`src/rtl/camera_config_sequencer.sv`:
```
// Walks the OV7670 configuration ROM at power-up and feeds one SCCB register
// write per entry, honouring delay (FF_F0) and end (FF_FF) markers.
module camera_config_sequencer #(
  parameter int DELAY_CYCLES = 240000,
  parameter int MAX_RETRIES  = 3,
  parameter bit AUTO_START   = 1'b1
) (
  input  logic        i_clk,
  input  logic        i_rst,
  input  logic        i_start,
  output logic [7:0]  o_rom_addr,
  input  logic [15:0] i_rom_dout,
  output logic        o_wr_valid,
  input  logic        i_wr_ready,
  output logic [7:0]  o_wr_reg,
  output logic [7:0]  o_wr_data,
  input  logic        i_wr_done,
  input  logic        i_wr_nack,
  output logic        o_busy,
  output logic        o_done,
  output logic        o_error,
  output logic [7:0]  o_err_addr,
  output logic [7:0]  o_wr_count
);

  localparam logic [3:0] S_IDLE       = 4'd0;
  localparam logic [3:0] S_FETCH      = 4'd1;
  localparam logic [3:0] S_LATCH      = 4'd2;
  localparam logic [3:0] S_DECODE     = 4'd3;
  localparam logic [3:0] S_WRITE_REQ  = 4'd4;
  localparam logic [3:0] S_WRITE_WAIT = 4'd5;
  localparam logic [3:0] S_DELAY      = 4'd6;
  localparam logic [3:0] S_DONE       = 4'd7;
  localparam logic [3:0] S_ERROR      = 4'd8;

  localparam int DW = (DELAY_CYCLES > 1) ? $clog2(DELAY_CYCLES) : 1;
  localparam int RW = (MAX_RETRIES > 0) ? $clog2(MAX_RETRIES + 1) : 1;
  localparam logic [DW-1:0] DELAY_LOAD = DW'(DELAY_CYCLES - 1);
  localparam logic [RW-1:0] RETRY_MAX  = RW'(MAX_RETRIES);

  logic [3:0]    state;
  logic [DW-1:0] delay_cnt;
  logic [RW-1:0] retry_cnt;
  logic          auto_pending;
  logic          start_ok;
  logic          advance;

  // A start is honoured only from the resting states; auto_pending stands in
  // for i_start on the first cycle after reset when AUTO_START is set.
  assign start_ok = ((state == S_IDLE) && (i_start || auto_pending)) ||
                    (((state == S_DONE) || (state == S_ERROR)) && i_start);

  assign advance = ((state == S_WRITE_WAIT) && i_wr_done && !i_wr_nack) ||
                   ((state == S_DELAY) && (delay_cnt == '0));

  assign o_wr_valid = (state == S_WRITE_REQ);
  assign o_busy     = (state != S_IDLE) && (state != S_DONE) && (state != S_ERROR);

  always_ff @(posedge i_clk) begin
    if (i_rst) begin
      state        <= S_IDLE;
      delay_cnt    <= '0;
      retry_cnt    <= '0;
      auto_pending <= AUTO_START;
      o_rom_addr   <= 8'd0;
      o_wr_reg     <= 8'd0;
      o_wr_data    <= 8'd0;
      o_done       <= 1'b0;
      o_error      <= 1'b0;
      o_err_addr   <= 8'd0;
      o_wr_count   <= 8'd0;
    end else if (start_ok) begin
      state        <= S_FETCH;
      auto_pending <= 1'b0;
      o_rom_addr   <= 8'd0;
      o_wr_count   <= 8'd0;
      o_done       <= 1'b0;
      o_error      <= 1'b0;
      o_err_addr   <= 8'd0;
    end else if (advance) begin
      if ((state == S_WRITE_WAIT) && (o_wr_count != 8'hFF)) begin
        o_wr_count <= o_wr_count + 8'd1;
      end
      // The last ROM address terminates the run even without an end marker.
      if (o_rom_addr == 8'hFF) begin
        state  <= S_DONE;
        o_done <= 1'b1;
      end else begin
        o_rom_addr <= o_rom_addr + 8'd1;
        state      <= S_FETCH;
      end
    end else begin
      case (state)
        S_FETCH: state <= S_LATCH;
        S_LATCH: state <= S_DECODE;
        S_DECODE: begin
          if (i_rom_dout == 16'hFFFF) begin
            state  <= S_DONE;
            o_done <= 1'b1;
          end else if (i_rom_dout == 16'hFFF0) begin
            state     <= S_DELAY;
            delay_cnt <= DELAY_LOAD;
          end else begin
            state     <= S_WRITE_REQ;
            o_wr_reg  <= i_rom_dout[15:8];
            o_wr_data <= i_rom_dout[7:0];
            retry_cnt <= '0;
          end
        end
        S_WRITE_REQ: begin
          if (i_wr_ready) state <= S_WRITE_WAIT;
        end
        S_WRITE_WAIT: begin
          if (i_wr_done && i_wr_nack) begin
            if (retry_cnt < RETRY_MAX) begin
              retry_cnt <= retry_cnt + 1'b1;
              state     <= S_WRITE_REQ;
            end else begin
              state      <= S_ERROR;
              o_error    <= 1'b1;
              o_err_addr <= o_rom_addr;
            end
          end
        end
        S_DELAY: delay_cnt <= delay_cnt - 1'b1;
        S_IDLE, S_DONE, S_ERROR: ;
        default: state <= S_IDLE;
      endcase
    end
  end

endmodule
```
`config.mk`:
```
export PLATFORM = sky130hd
export DESIGN_NAME = camera_config_sequencer
export DESIGN_NICKNAME = d
export VERILOG_FILES = /design/src/rtl/camera_config_sequencer.sv
export SDC_FILE = /design/constraint.sdc
export NUM_CORES = 1
export LEC_CHECK = 0
export ABC_AREA = 1
export ABC_CLOCK_PERIOD_IN_PS = 1810
export BUFFER_PORTS_ARGS = -buffer_cell sky130_fd_sc_hd__buf_2
export CELL_PAD_IN_SITES_DETAIL_PLACEMENT = 0
export CELL_PAD_IN_SITES_GLOBAL_PLACEMENT = 1
export CORE_MARGIN = 2
export CORE_UTILIZATION = 39
export DETAILED_ROUTE_END_ITERATION = 7
export GPL_ROUTABILITY_DRIVEN = 0
export GPL_TIMING_DRIVEN = 0
export PLACE_DENSITY_LB_ADDON = 0.1
export SYNTH_ARGS = -nofsm -noshare
export SYNTH_HDL_FRONTEND = slang
export SYNTH_SLANG_ARGS = --single-unit
```
`constraint.sdc`:
```
create_clock -name i_clk -period 1.81 [get_ports i_clk]
set_input_delay 0 -clock i_clk [delete_from_list [all_inputs] [get_ports i_clk]]
set_output_delay 0 -clock i_clk [all_outputs]
set_load 0.005 [all_outputs]
```
---- Word-level counts from Yosys, hierarchy flattened ----
Index checks and enable logic that the tools add are counted.
cells by class
  $add $sub $neg .......................... 4
  order comparisons ....................... 1
  equality and inequality tests ........... 26
  mux-type cells .......................... 21
  bitwise logic cells ..................... 6
  reduce and logical (&&, ||, !) cells .... 32
operator list
  kind                                                                    count
  18-bit two-way mux                                                      2
  18-bit case mux with 2 select lines                                     1
  16-bit equality test (second input constant)                            2
  4-bit case mux with 6 select lines                                      1
  18-bit logical NOT                                                      1
  18-bit by 1-bit subtractor with 18-bit output (second input constant)   1
  8-bit by 1-bit adder with 8-bit output (second input constant)          2
  4-bit by 3-bit equality test with 1-bit output (second input constant)  4
  4-bit two-way mux                                                       4
  2-bit two-way mux                                                       6
  5-bit AND reduction                                                     2
  1-bit logical AND                                                       9
  3-bit AND reduction                                                     3
  4-bit by 2-bit equality test with 1-bit output (second input constant)  2
  8-bit equality test (second input constant)                             1
  2-bit by 1-bit != test with 1-bit output (second input constant)        4
  4-bit by 3-bit != test with 1-bit output (second input constant)        2
  8-bit != test (second input constant)                                   1
  2-bit nonzero test                                                      4
  7-bit AND reduction                                                     1
  2-bit != test (second input constant)                                   3
  3-bit by 1-bit != test with 1-bit output (second input constant)        2
  1-bit inverter                                                          6
  1-bit two-way mux                                                       5
  other kinds (17)                                                        21
storage, ports and cells
  bits in registers ....................... 67
  input port bits ......................... 22
  logic and storage cells ................. 102

---- Logic depth before layout (Yosys ltp) ----
Gate-level depths: netlist of the first run.
  word-level depth ........................ 6
  mapped depth ............................ 11

---- Worst setup path before layout of the first run ----
Ideal clock, no wire load.
  path type ............................... register to register
  start point ............................. register delay_cnt[0]
  end point ............................... register o_rom_addr[1]
  library setup time ...................... 116 ps
  arrival ................................. 1550 ps
  setup slack ............................. 144 ps
  stages on the path, launching flop included .. 12
  path buffers ............................ 0
  clock period less this slack ............ 1666 ps
  path through ............................ dfxtp_1 > inv_1 > ha_1 > nand2_1 > nor2_2 > nand3_1 > nand2_1 > inv_2 > nor2_8 > inv_2 > nor2_1 > nor2_1
on the way
  cells in the longest elaborated chain, start to end .. 4
ends and longest elaborated chain
  item                                  RTL line  source
  from (decl)                           42        logic [DW-1:0] delay_cnt;
  from (signal assigned)                125       S_DELAY: delay_cnt <= delay_cnt - 1'b1;
  18-bit logical NOT                    54        ((state == S_DELAY) && (delay_cnt == '0));
  1-bit logical AND                     54
  1-bit logical OR                      53        assign advance = ((state == S_WRITE_WAIT) && i_wr_done && !i_wr_nack) ||
  2-bit AND reduction (no source line)  --
  to (signal assigned)                  89        o_rom_addr <= o_rom_addr + 8'd1;
  to (decl)                             11        output logic [7:0] o_rom_addr,
Every way passes these cells.
A chain may end at the register's enable or synchronous reset.

---- Worst setup path in the final report of the first run ----
  start point ............................. register state[2]
  end point ............................... register delay_cnt[13]
on the way
  cells in the longest elaborated chain, start to end .. 6
ends and longest elaborated chain
  item                                                                    RTL line  source
  from (decl)                                                             41        logic [3:0] state;
  from (signal assigned)                                                  61        state <= S_IDLE;
  from (signal assigned)                                                  73        state <= S_FETCH;
  from (signal assigned)                                                  86        state <= S_DONE;
  4-bit by 3-bit equality test with 1-bit output (tied with other cells)  53
  1-bit logical AND / 1-bit logical OR (equally long branches)            53, 51
  1-bit logical AND, on equally long branches                             53, 51
  1-bit logical OR, on equally long branches                              53, 50
  1-bit inverter (no source line)                                         --
  5-bit AND reduction (no source line)                                    --
Parallel ways exist; a longest one is shown, timed or not.

==> results.json, run 1 <==
{
  "outcome": "finished clean",
  "cp-end-kind": "register",
  "worst_pin_slew_ps": 539,
  "globalRoute.totalOverflow": 0,
  "rsz_0062_raised_after_global_routing": "true",
  "period_needed_ps": 1690,
  "first_global_vias": 3266,
  "largest_register_ffs": 18,
  "synth_area_sq_mm": 0.00335,
  "avg_vias_per_cell": 4.82,
  "hold_viol_final": 0,
  "synth_area_per_cell_sq_um": 6.78,
  "worstHoldPathType": "primary input to register",
  "synth-edff-count": 0,
  "clock_input_transition_at_the_sequential_cells_of_the_worst_setup_and_hold_paths_ps": 80,
  "timing.fmax_ghz": 0.590,
  "max-clock-path-buffers": 2,
  "setup_viol": 0,
  "worst_case_clock_skew_ps": 14.1,
  "clk_latency_ps": 340,
  "hold_ws_ps": 46.7,
  "synthCells": 495,
  "critPathKind": "register to register",
  "fin_nets": 618,
  "final_layout_size_suffix_gt1_share_pct": 21.1,
  "synthDistinctLibCells": 31,
  "clkSinkCount": 67,
  "dp_hpwl_mm": 6.36,
  "max_ir_drop_vdd_mv": 0.536,
  "synth_nets": 521,
  "floorplan.rows": 33,
  "worstReg2RegStart": "state[2]",
  "total_leakage_power_nw": 1.97,
  "wire_per_inst_um": 12.4,
  "fill_cells": 876,
  "power.share.clock_pct": 26.3,
  "dr.pass1.iters": 4,
  "antenna_found_initial": 0,
  "slew_violations": 0,
  "comb_power_share_pct": 37.0,
  "grt_first_pass_wirelength_mm": 14.9,
  "total_area_of_multi_input_combinational_cells_sq_mm": 0.00176,
  "ioPinCount": 66,
  "holdCritStartpoint": "i_rst",
  "yosys_most_used_dff": "sky130_fd_sc_hd__dfxtp_1",
  "wl_mm": 8.68,
  "ant_nets": 0,
  "clockRootBuffer": "sky130_fd_sc_hd__clkbuf_8",
  "min_period_over_period_pct": 93.6,
  "top_register": "delay_cnt",
  "port_buffers": 65,
  "syn_to_final_growth_pct": 27.3,
  "maxCapViolations": 0,
  "dieArea_sq_mm": 0.00936,
  "start_util_pct": 40.6,
  "synth.largest_area_cell": "sky130_fd_sc_hd__dfxtp_1",
  "worst-endpoint-arrival_ps": 1940,
  "crit_required_ps": 2060,
  "num_vias": 3377,
  "netlist.area_leader.share_pct": 40.0,
  "regArea_sq_mm": 0.00135,
  "totalNegativeSetupSlack_ps": 0,
  "startpoint_type_of_the_worst_setup_path": "register",
  "p_switching_w": 0.00178,
  "timing.critical_path.from": "state[2]",
  "fp.dieH_um": 96.7,
  "layout.cells.most_common": "sky130_fd_sc_hd__nand2_1",
  "drt_drc_violations_left": 0,
  "synth.yosys.warnings": 0,
  "slew_headroom_pct": 64.1,
  "sequentialPowerShare_pct": 36.7,
  "synth.top_cells.by_area": "sky130_fd_sc_hd__dfxtp_1 40%, sky130_fd_sc_hd__nand2_1 10%, sky130_fd_sc_hd__nor2_1 9.8%",
  "cts-htree-levels": 3,
  "power_per_cell_area_mw_per_mm2": 1120,
  "finalCoreUtilization_pct": 51.7,
  "tritoncts.num_buffers": 9,
  "antenna-diode-count": 0,
  "synth_async_sr_flop_share_pct": 0,
  "power_switching_share_pct": 37.2,
  "grt_use_total_pct": 19.0,
  "internal_power_w": 0.00300,
  "pin_count_of_the_biggest_net_entering_global_routing": 11,
  "tritoncts": "yes",
  "final_cell_mix": "88 x sky130_fd_sc_hd__nand2_1, 83 x sky130_fd_sc_hd__nor2_1, 68 x sky130_fd_sc_hd__buf_2",
  "first_iter_violations": 119,
  "timing.critical_path.fanout_max": 10,
  "chipWidth_um": 96.7,
  "synthesis_stage_register_bit_count": 67,
  "coreArea_sq_mm": 0.00826,
  "ys_seq_area_share_pct": 40.0
}
-- cell families (layout without fill, tap and decap cells) --
family / Yosys count / after routing / synth area share (%)
xor+xnor: 18 / 18 / 4.70
compound gates: 93 / 93 / 14.0
simple gates: 236 / 236 / 30.8
buf+inv: 77 / 178 / 9.06
flops: 67 / 67 / 40.0
fa+ha+maj: 4 / 4 / 1.49
-- critical path, stage by stage (launching register included) --
cell and delay, ps:
sky130_fd_sc_hd__dfxtp_2 370, sky130_fd_sc_hd__inv_2 50, sky130_fd_sc_hd__nor2_2 130, sky130_fd_sc_hd__nand2_1 100, sky130_fd_sc_hd__buf_4 190, sky130_fd_sc_hd__nand2_2 100
sky130_fd_sc_hd__nand3_1 90, sky130_fd_sc_hd__nor2_2 120, sky130_fd_sc_hd__buf_6 160, sky130_fd_sc_hd__nand2_2 100, sky130_fd_sc_hd__nor2_1 140, sky130_fd_sc_hd__nor2_1 40
-- through the flow --
stage,setup slack (ps),instances,power (W),instance area (sq um)
floorplan,144,495,0.00298,3350
global placement,-250,665,0.00338,3810
detailed placement,-282,665,0.00341,3810
CTS,7.44,701,0.00480,4230
global route,-93.4,701,0.00516,4270
finish,115,701,0.00478,4270
-- power groups by stage --
stage          sequential [W]  combinational [W]  clock [W]
6_report              0.00175            0.00177    0.00126
5_1_grt               0.00178            0.00203    0.00135
4_1_cts               0.00175            0.00176    0.00129
3_5_place_dp          0.00178            0.00164          0
3_3_place_gp          0.00177            0.00161          0
2_1_floorplan         0.00176            0.00122          0
-- per-layer routing --
layer  part of all wire, %  track usage (%)
met1                    47             24.1
met3                   4.4             3.76
met4                   1.7             6.61
met2                    47             32.1
met5                     0                0
-- synth_stat cells, drive strengths merged, types with 4 or more instances --
cell type and n:
nor3 5, nand2 93, o21ai 46, clkbuf 8, nor2 94, buf 6, dfxtp 67, a21oi 44
ha 4, nand4 7, inv 63, nand3 29, xor2 16
-- repair_timing --
item | CTS | global route
pin swaps | 2 | 1
hold endpoints to repair | 16 | 0
gates resized for setup | 7 | 18
hold buffers | 16 | 0
endpoints found under the setup margin | 44 | 57
setup buffers | 5 | 1
-- cell type report --
class | instances | share of cell area [%]
sequential | 67 | 31.5
buffer | 13 | 1.64
clock inverter | 2 | 0.820
inverter | 63 | 5.54
timing repair buffer | 87 | 12.4
clock buffer | 13 | 3.72
tap | 105 | 3.08
multi-input combinational | 351 | 41.3
-- final timing paths --
check                                     end  slack (ps)  cells past startpoint
worst max register to register  delay_cnt[13]         120                     11
worst min-delay path                 state[1]          50                      4
worst min register to register   o_wr_data[7]         440                      2
worst max-delay path            delay_cnt[13]         120                     11
Power figures use the tool's default switching activity.
==> run 2: changes to the inputs <==
Settings changed: ABC_CLOCK_PERIOD_IN_PS 1810 to 1400, CORE_UTILIZATION 39 to 35.
Clock period 1.81 ns to 1.4 ns, I/O delays scaled along.
==> run 2 against run 1 <==
  * The flow now finishes with violations (setup timing)
  * Sequential power is 33% higher
  * Design area is 22% higher
  * Maximum frequency is 6.7% higher
  * Worst setup slack worse by 300 ps
  * Clock power is 48% higher
  * Critical path type unchanged
  * Highest routed layer unchanged
==> results.json, run 2 (synthesis results as in run 1) <==
{
  "maxCapViolations": 0,
  "reg2reg_slack_ps": -190,
  "max_ir_drop_vdd_mv": 0.712,
  "dr.pass1.iters": 5,
  "period_needed_ps": 1590,
  "finalNonFillerCells": 756,
  "start_util_pct": 36.1,
  "worst_pin_slew_ps": 672,
  "ant_nets": 0,
  "crit_required_ps": 1630,
  "avg_vias_per_cell": 4.77,
  "power_switching_share_pct": 37.8,
  "ioPinCount": 66,
  "comb_power_share_pct": 43.4,
  "layout.cells.most_common": "sky130_fd_sc_hd__nand2_1",
  "final_cell_mix": "73 x sky130_fd_sc_hd__nand2_1, 65 x sky130_fd_sc_hd__buf_2, 56 x sky130_fd_sc_hd__nor2_1",
  "wl_mm": 9.96,
  "setup_viol": 46,
  "cts-htree-levels": 3,
  "reg2reg_to": "delay_cnt[0]",
  "placed_cells": 689,
  "totalNegativeSetupSlack_ps": -3890,
  "max-clock-path-buffers": 2,
  "cp-end-kind": "register",
  "grt_first_pass_wirelength_mm": 16.1,
  "finalCoreUtilization_pct": 56.0,
  "worstReg2RegStart": "state[1]",
  "timing.final.ws_setup_ps": -189,
  "antenna-diode-count": 0,
  "fp.dieH_um": 102,
  "final_layout_size_suffix_gt1_share_pct": 41.6,
  "tritoncts.num_buffers": 9,
  "timing.fmax_ghz": 0.629,
  "p_switching_w": 0.00279,
  "rsz_0062_raised_after_global_routing": "true",
  "sequentialPowerShare_pct": 31.4,
  "critPathKind": "register to register",
  "chipWidth_um": 102,
  "clk_latency_ps": 340,
  "port_buffers": 65,
  "grt_use_total_pct": 19.7,
  "hold_viol_final": 0,
  "top_register": "delay_cnt",
  "dp_hpwl_mm": 6.43,
  "timing.critical_path.from": "state[1]",
  "worstHoldPathType": "primary input to register",
  "drt_drc_violations_left": 0,
  "totalPowerFinal_w": 0.00739,
  "slew_headroom_pct": 55.2,
  "timing.critical_path.fanout_max": 6,
  "dieArea_sq_mm": 0.0104,
  "ff2ff_path_depth": 11,
  "power.share.clock_pct": 25.2,
  "startpoint_type_of_the_worst_setup_path": "register",
  "internal_power_w": 0.00460,
  "first_global_vias": 3436,
  "power_per_cell_area_mw_per_mm2": 1420,
  "first_iter_violations": 64,
  "crit_path_end": "delay_cnt[0]",
  "tritoncts": "yes",
  "coreArea_sq_mm": 0.00928,
  "fin_nets": 648,
  "wire_per_inst_um": 13.2,
  "pin_count_of_the_biggest_net_entering_global_routing": 12,
  "floorplan.rows": 35,
  "largest_register_ffs": 18,
  "clock_input_transition_at_the_sequential_cells_of_the_worst_setup_and_hold_paths_ps": 70,
  "slew_violations": 0,
  "globalRoute.totalOverflow": 0,
  "worst-endpoint-arrival_ps": 1820,
  "syn_to_final_growth_pct": 55.1,
  "fill_cells": 934,
  "antenna_found_initial": 0,
  "worst_case_clock_skew_ps": 4.66,
  "num_vias": 3606,
  "outcome": "finished with violations",
  "total_leakage_power_nw": 2.26,
  "min_period_over_period_pct": 113,
  "clkSinkCount": 67,
  "clockRootBuffer": "sky130_fd_sc_hd__clkbuf_8",
  "failed_checks": "setup timing"
}
## run 2: worst min-delay path by stage
stage / cells after the start / slack [ps] / endpoint / start
2_1_floorplan: 2 / 190 / o_wr_data[7] / i_rom_dout[7]
3_3_place_gp: 3 / 290 / o_wr_reg[2] / i_rom_dout[10]
3_5_place_dp: 3 / 310 / o_wr_reg[2] / i_rom_dout[10]
4_1_cts: 5 / 80 / o_wr_count[3] / i_rst
5_1_grt: 5 / 150 / o_wr_count[3] / i_rst
6_report: 5 / 140 / o_wr_count[3] / i_rst
## run 2: timing repair
action | 4_1_cts | 5_1_grt
hold buffers | 16 | 0
cloned | 4 | 2
resized for setup | 106 | 98
setup endpoints to repair | 67 | 68
setup buffers | 22 | 8
pin swaps | 28 | 22
endpoints found under the hold margin | 16 | 0
## run 2: worst max-delay path, cell delays in order, from the launching register on
cell,delay (ps)
sky130_fd_sc_hd__dfxtp_4,420
sky130_fd_sc_hd__inv_4,50
sky130_fd_sc_hd__nor2_4,110
sky130_fd_sc_hd__nand2_4,80
sky130_fd_sc_hd__buf_8,140
sky130_fd_sc_hd__nand2_4,70
sky130_fd_sc_hd__nand3_4,70
sky130_fd_sc_hd__nor2_4,140
sky130_fd_sc_hd__buf_6,160
sky130_fd_sc_hd__nand2_4,80
sky130_fd_sc_hd__nor2_2,110
sky130_fd_sc_hd__nor2_1,40
## run 2: layout make-up
class	count	area, sq um	share of cell area, %
Clock buffer	12	155	2.98
Timing Repair Buffer	115	800	15.4
Buffer	13	124	2.38
Inverter	63	263	5.05
Multi-Input combinational cell	353	2240	43.2
Tap cell	129	161	3.10
Clock inverter	4	72.6	1.40
Sequential cell	67	1380	26.6
## run 2: layer usage
| layer | GRT usage, % | share of wire, % |
|---|---|---|
| met5 | 0 | 0 |
| met4 | 6.87 | 1.5 |
| met3 | 3.42 | 3.9 |
| met2 | 34.4 | 50 |
| met1 | 24.4 | 45 |
## run 2: per-stage QoR
stage	area, sq um	hold WS [ps]	setup slack (ps)
floorplan	3450	192	-36.9
global placement	3940	295	-437
detailed placement	3940	306	-377
CTS	4830	77.7	-145
global route	5200	152	-270
finish	5200	144	-189
## run 2: power groups by stage
stage | Combinational [W] | Clock [W] | Sequential [W]
2_1_floorplan | 0.00166 | 0 | 0.00230
3_3_place_gp | 0.00220 | 0 | 0.00231
3_5_place_dp | 0.00221 | 0 | 0.00232
4_1_cts | 0.00273 | 0.00192 | 0.00231
5_1_grt | 0.00353 | 0.00200 | 0.00235
6_report | 0.00320 | 0.00186 | 0.00232
==> run 3: changes to the inputs <==
Settings changed: ABC_CLOCK_PERIOD_IN_PS 1400 to 1500, CORE_UTILIZATION 35 to 39.
Clock period 1.4 ns to 1.5 ns, I/O delays scaled along.
==> run 3 against run 2 <==
  * Clock skew is 5.4 ps higher
  * Count of clock-buffer cells in the layout stayed put
  * Register-to-register slack better by 120 ps
  * Sequential share of layout area is 0.61 points higher
  * Die area is 9.9% lower
  * Worst setup slack better by 120 ps
  * Utilization is 5.3 points higher
  * Wire length is 2.0% lower
  * The run still ends with setup timing left
  * Critical endpoint is now delay_cnt[1]
  * Maximum frequency is 1.2% higher
  * Flip-flop and latch count stayed put
  * Clock power is 6% lower
==> results.json, run 3 (synthesis results as in run 1) <==
{
  "critPathKind": "register to register",
  "layout.cells.most_common": "sky130_fd_sc_hd__nand2_1",
  "cts-htree-levels": 3,
  "post_dp_cell_area_sq_mm": 0.00385,
  "syn_to_final_growth_pct": 50.9,
  "start_util_pct": 40.6,
  "min_period_over_period_pct": 105,
  "drt_drc_violations_left": 0,
  "timing.final.ws_setup_ps": -70.6,
  "dr.pass1.iters": 4,
  "hold_viol_final": 0,
  "grt_first_pass_wirelength_mm": 15.7,
  "clk_latency_ps": 340,
  "total_leakage_power_nw": 2.26,
  "worstReg2RegStart": "state[2]",
  "globalRoute.totalOverflow": 0,
  "rsz_0062_raised_after_global_routing": "true",
  "slew_headroom_pct": 61.2,
  "reg2reg_to": "delay_cnt[1]",
  "stdcell_area_sq_mm": 0.00506,
  "ff2ff_path_depth": 11,
  "holdCritStartpoint": "i_start",
  "first_global_vias": 3328,
  "timing.fmax_ghz": 0.637,
  "worstHoldPathType": "primary input to register",
  "tritoncts.num_buffers": 9,
  "worst_case_clock_skew_ps": 10.0,
  "port_buffers": 65,
  "setup_viol": 19,
  "cp-end-kind": "register",
  "clock_input_transition_at_the_sequential_cells_of_the_worst_setup_and_hold_paths_ps": 70,
  "clockRootBuffer": "sky130_fd_sc_hd__clkbuf_8",
  "num_vias": 3611,
  "max_ir_drop_vdd_mv": 0.802,
  "failed_checks": "setup timing",
  "coreArea_sq_mm": 0.00826,
  "outcome": "finished with violations",
  "power_per_cell_area_mw_per_mm2": 1350,
  "slew_violations": 0,
  "wl_mm": 9.76,
  "totalPowerFinal_w": 0.00684,
  "finalCoreUtilization_pct": 61.3,
  "reg2reg_slack_ps": -70,
  "first_iter_violations": 146,
  "pin_count_of_the_biggest_net_entering_global_routing": 12,
  "antenna_found_initial": 0,
  "final_layout_size_suffix_gt1_share_pct": 38.0,
  "timing.hold.worst_endpoint": "auto_pending",
  "timing.critical_path.fanout_max": 5,
  "grt_use_total_pct": 20.2,
  "max-clock-path-buffers": 2,
  "maxCapViolations": 0,
  "min_path_cells": 6,
  "chipWidth_um": 96.7,
  "worst_pin_slew_ps": 583,
  "clkSinkCount": 67,
  "ioPinCount": 66,
  "crit_required_ps": 1730,
  "fp.dieH_um": 96.7,
  "hold_ws_ps": 66.0,
  "fin_nets": 648,
  "dp_hpwl_mm": 6.25,
  "tritoncts": "yes",
  "startpoint_type_of_the_worst_setup_path": "register",
  "avg_vias_per_cell": 4.93,
  "ant_nets": 0,
  "antenna-diode-count": 0,
  "period_needed_ps": 1570,
  "final_cell_mix": "70 x sky130_fd_sc_hd__nand2_1, 69 x sky130_fd_sc_hd__buf_2, 59 x sky130_fd_sc_hd__nor2_1",
  "wire_per_inst_um": 13.3,
  "top_register": "delay_cnt",
  "worst-endpoint-arrival_ps": 1800,
  "dieArea_sq_mm": 0.00936,
  "floorplan.rows": 33,
  "dpl_worst_slack_ps": -389,
  "largest_register_ffs": 18
}
-- run 3: what timing repair did --
| action | in CTS | in global routing |
|---|---|---|
| setup buffers | 17 | 14 |
| gates cloned | 2 | 3 |
| hold buffers | 16 | 0 |
| resized for setup | 81 | 95 |
| endpoints found under the setup margin | 63 | 63 |
| pin swaps | 23 | 29 |
| hold endpoints to repair | 16 | 0 |
-- run 3: how the worst max path moves through the flow --
stage | startpoint | to | cells past startpoint
3_5_place_dp | state[1] | o_err_addr[4] | 9
2_1_floorplan | state[2] | delay_cnt[13] | 11
5_1_grt | state[1] | delay_cnt[17] | 11
4_1_cts | state[2] | delay_cnt[15] | 11
3_3_place_gp | state[1] | o_err_addr[5] | 9
6_report | state[2] | delay_cnt[1] | 11
-- run 3: per-stage QoR --
step / std cells / setup TNS, ps
CTS: 715 / -1350
finish: 732 / -564
floorplan: 495 / 0
global route: 732 / -3580
global placement: 665 / -12280
detailed placement: 665 / -12280
-- run 3: layout make-up --
class / count / area (sq um)
buffer: 13 / 115
tap: 105 / 131
fill: 777 / 3200
clock buffer: 12 / 155
clock inverter: 4 / 72.6
multi-input combinational: 353 / 2170
timing repair buffer: 115 / 785
sequential: 67 / 1380
inverter: 63 / 260
-- run 3: report_power, final --
part	internal [W]	total (W)	leakage [nW]	switching [W]
clock network	0.00103	0.00174	0.113	0.000719
logic	0.00124	0.00294	1.60	0.00170
registers	0.00197	0.00216	0.550	0.000190
-- run 3: routing by layer --
layer | routed length [um] | GRT usage [%] | vias up
met5 | 0 | 0 | -
met4 | 149 | 5.96 | 0
met3 | 335 | 4.48 | 12
met2 | 4520 | 31.6 | 70
met1 | 4760 | 28.0 | 1672
li1 | - | - | 1857
-- run 3: worst max-delay path: stages, from the launching register on --
cell                      delay [ps]
sky130_fd_sc_hd__dfxtp_4         370
sky130_fd_sc_hd__nor2_4          150
sky130_fd_sc_hd__inv_2            80
sky130_fd_sc_hd__nor2_4          110
sky130_fd_sc_hd__inv_2            70
sky130_fd_sc_hd__nand2_4          80
sky130_fd_sc_hd__nand3_4          70
sky130_fd_sc_hd__nor2_4          140
sky130_fd_sc_hd__buf_6           160
sky130_fd_sc_hd__nand2_4          80
sky130_fd_sc_hd__nor2_4          100
sky130_fd_sc_hd__nor2_1           40
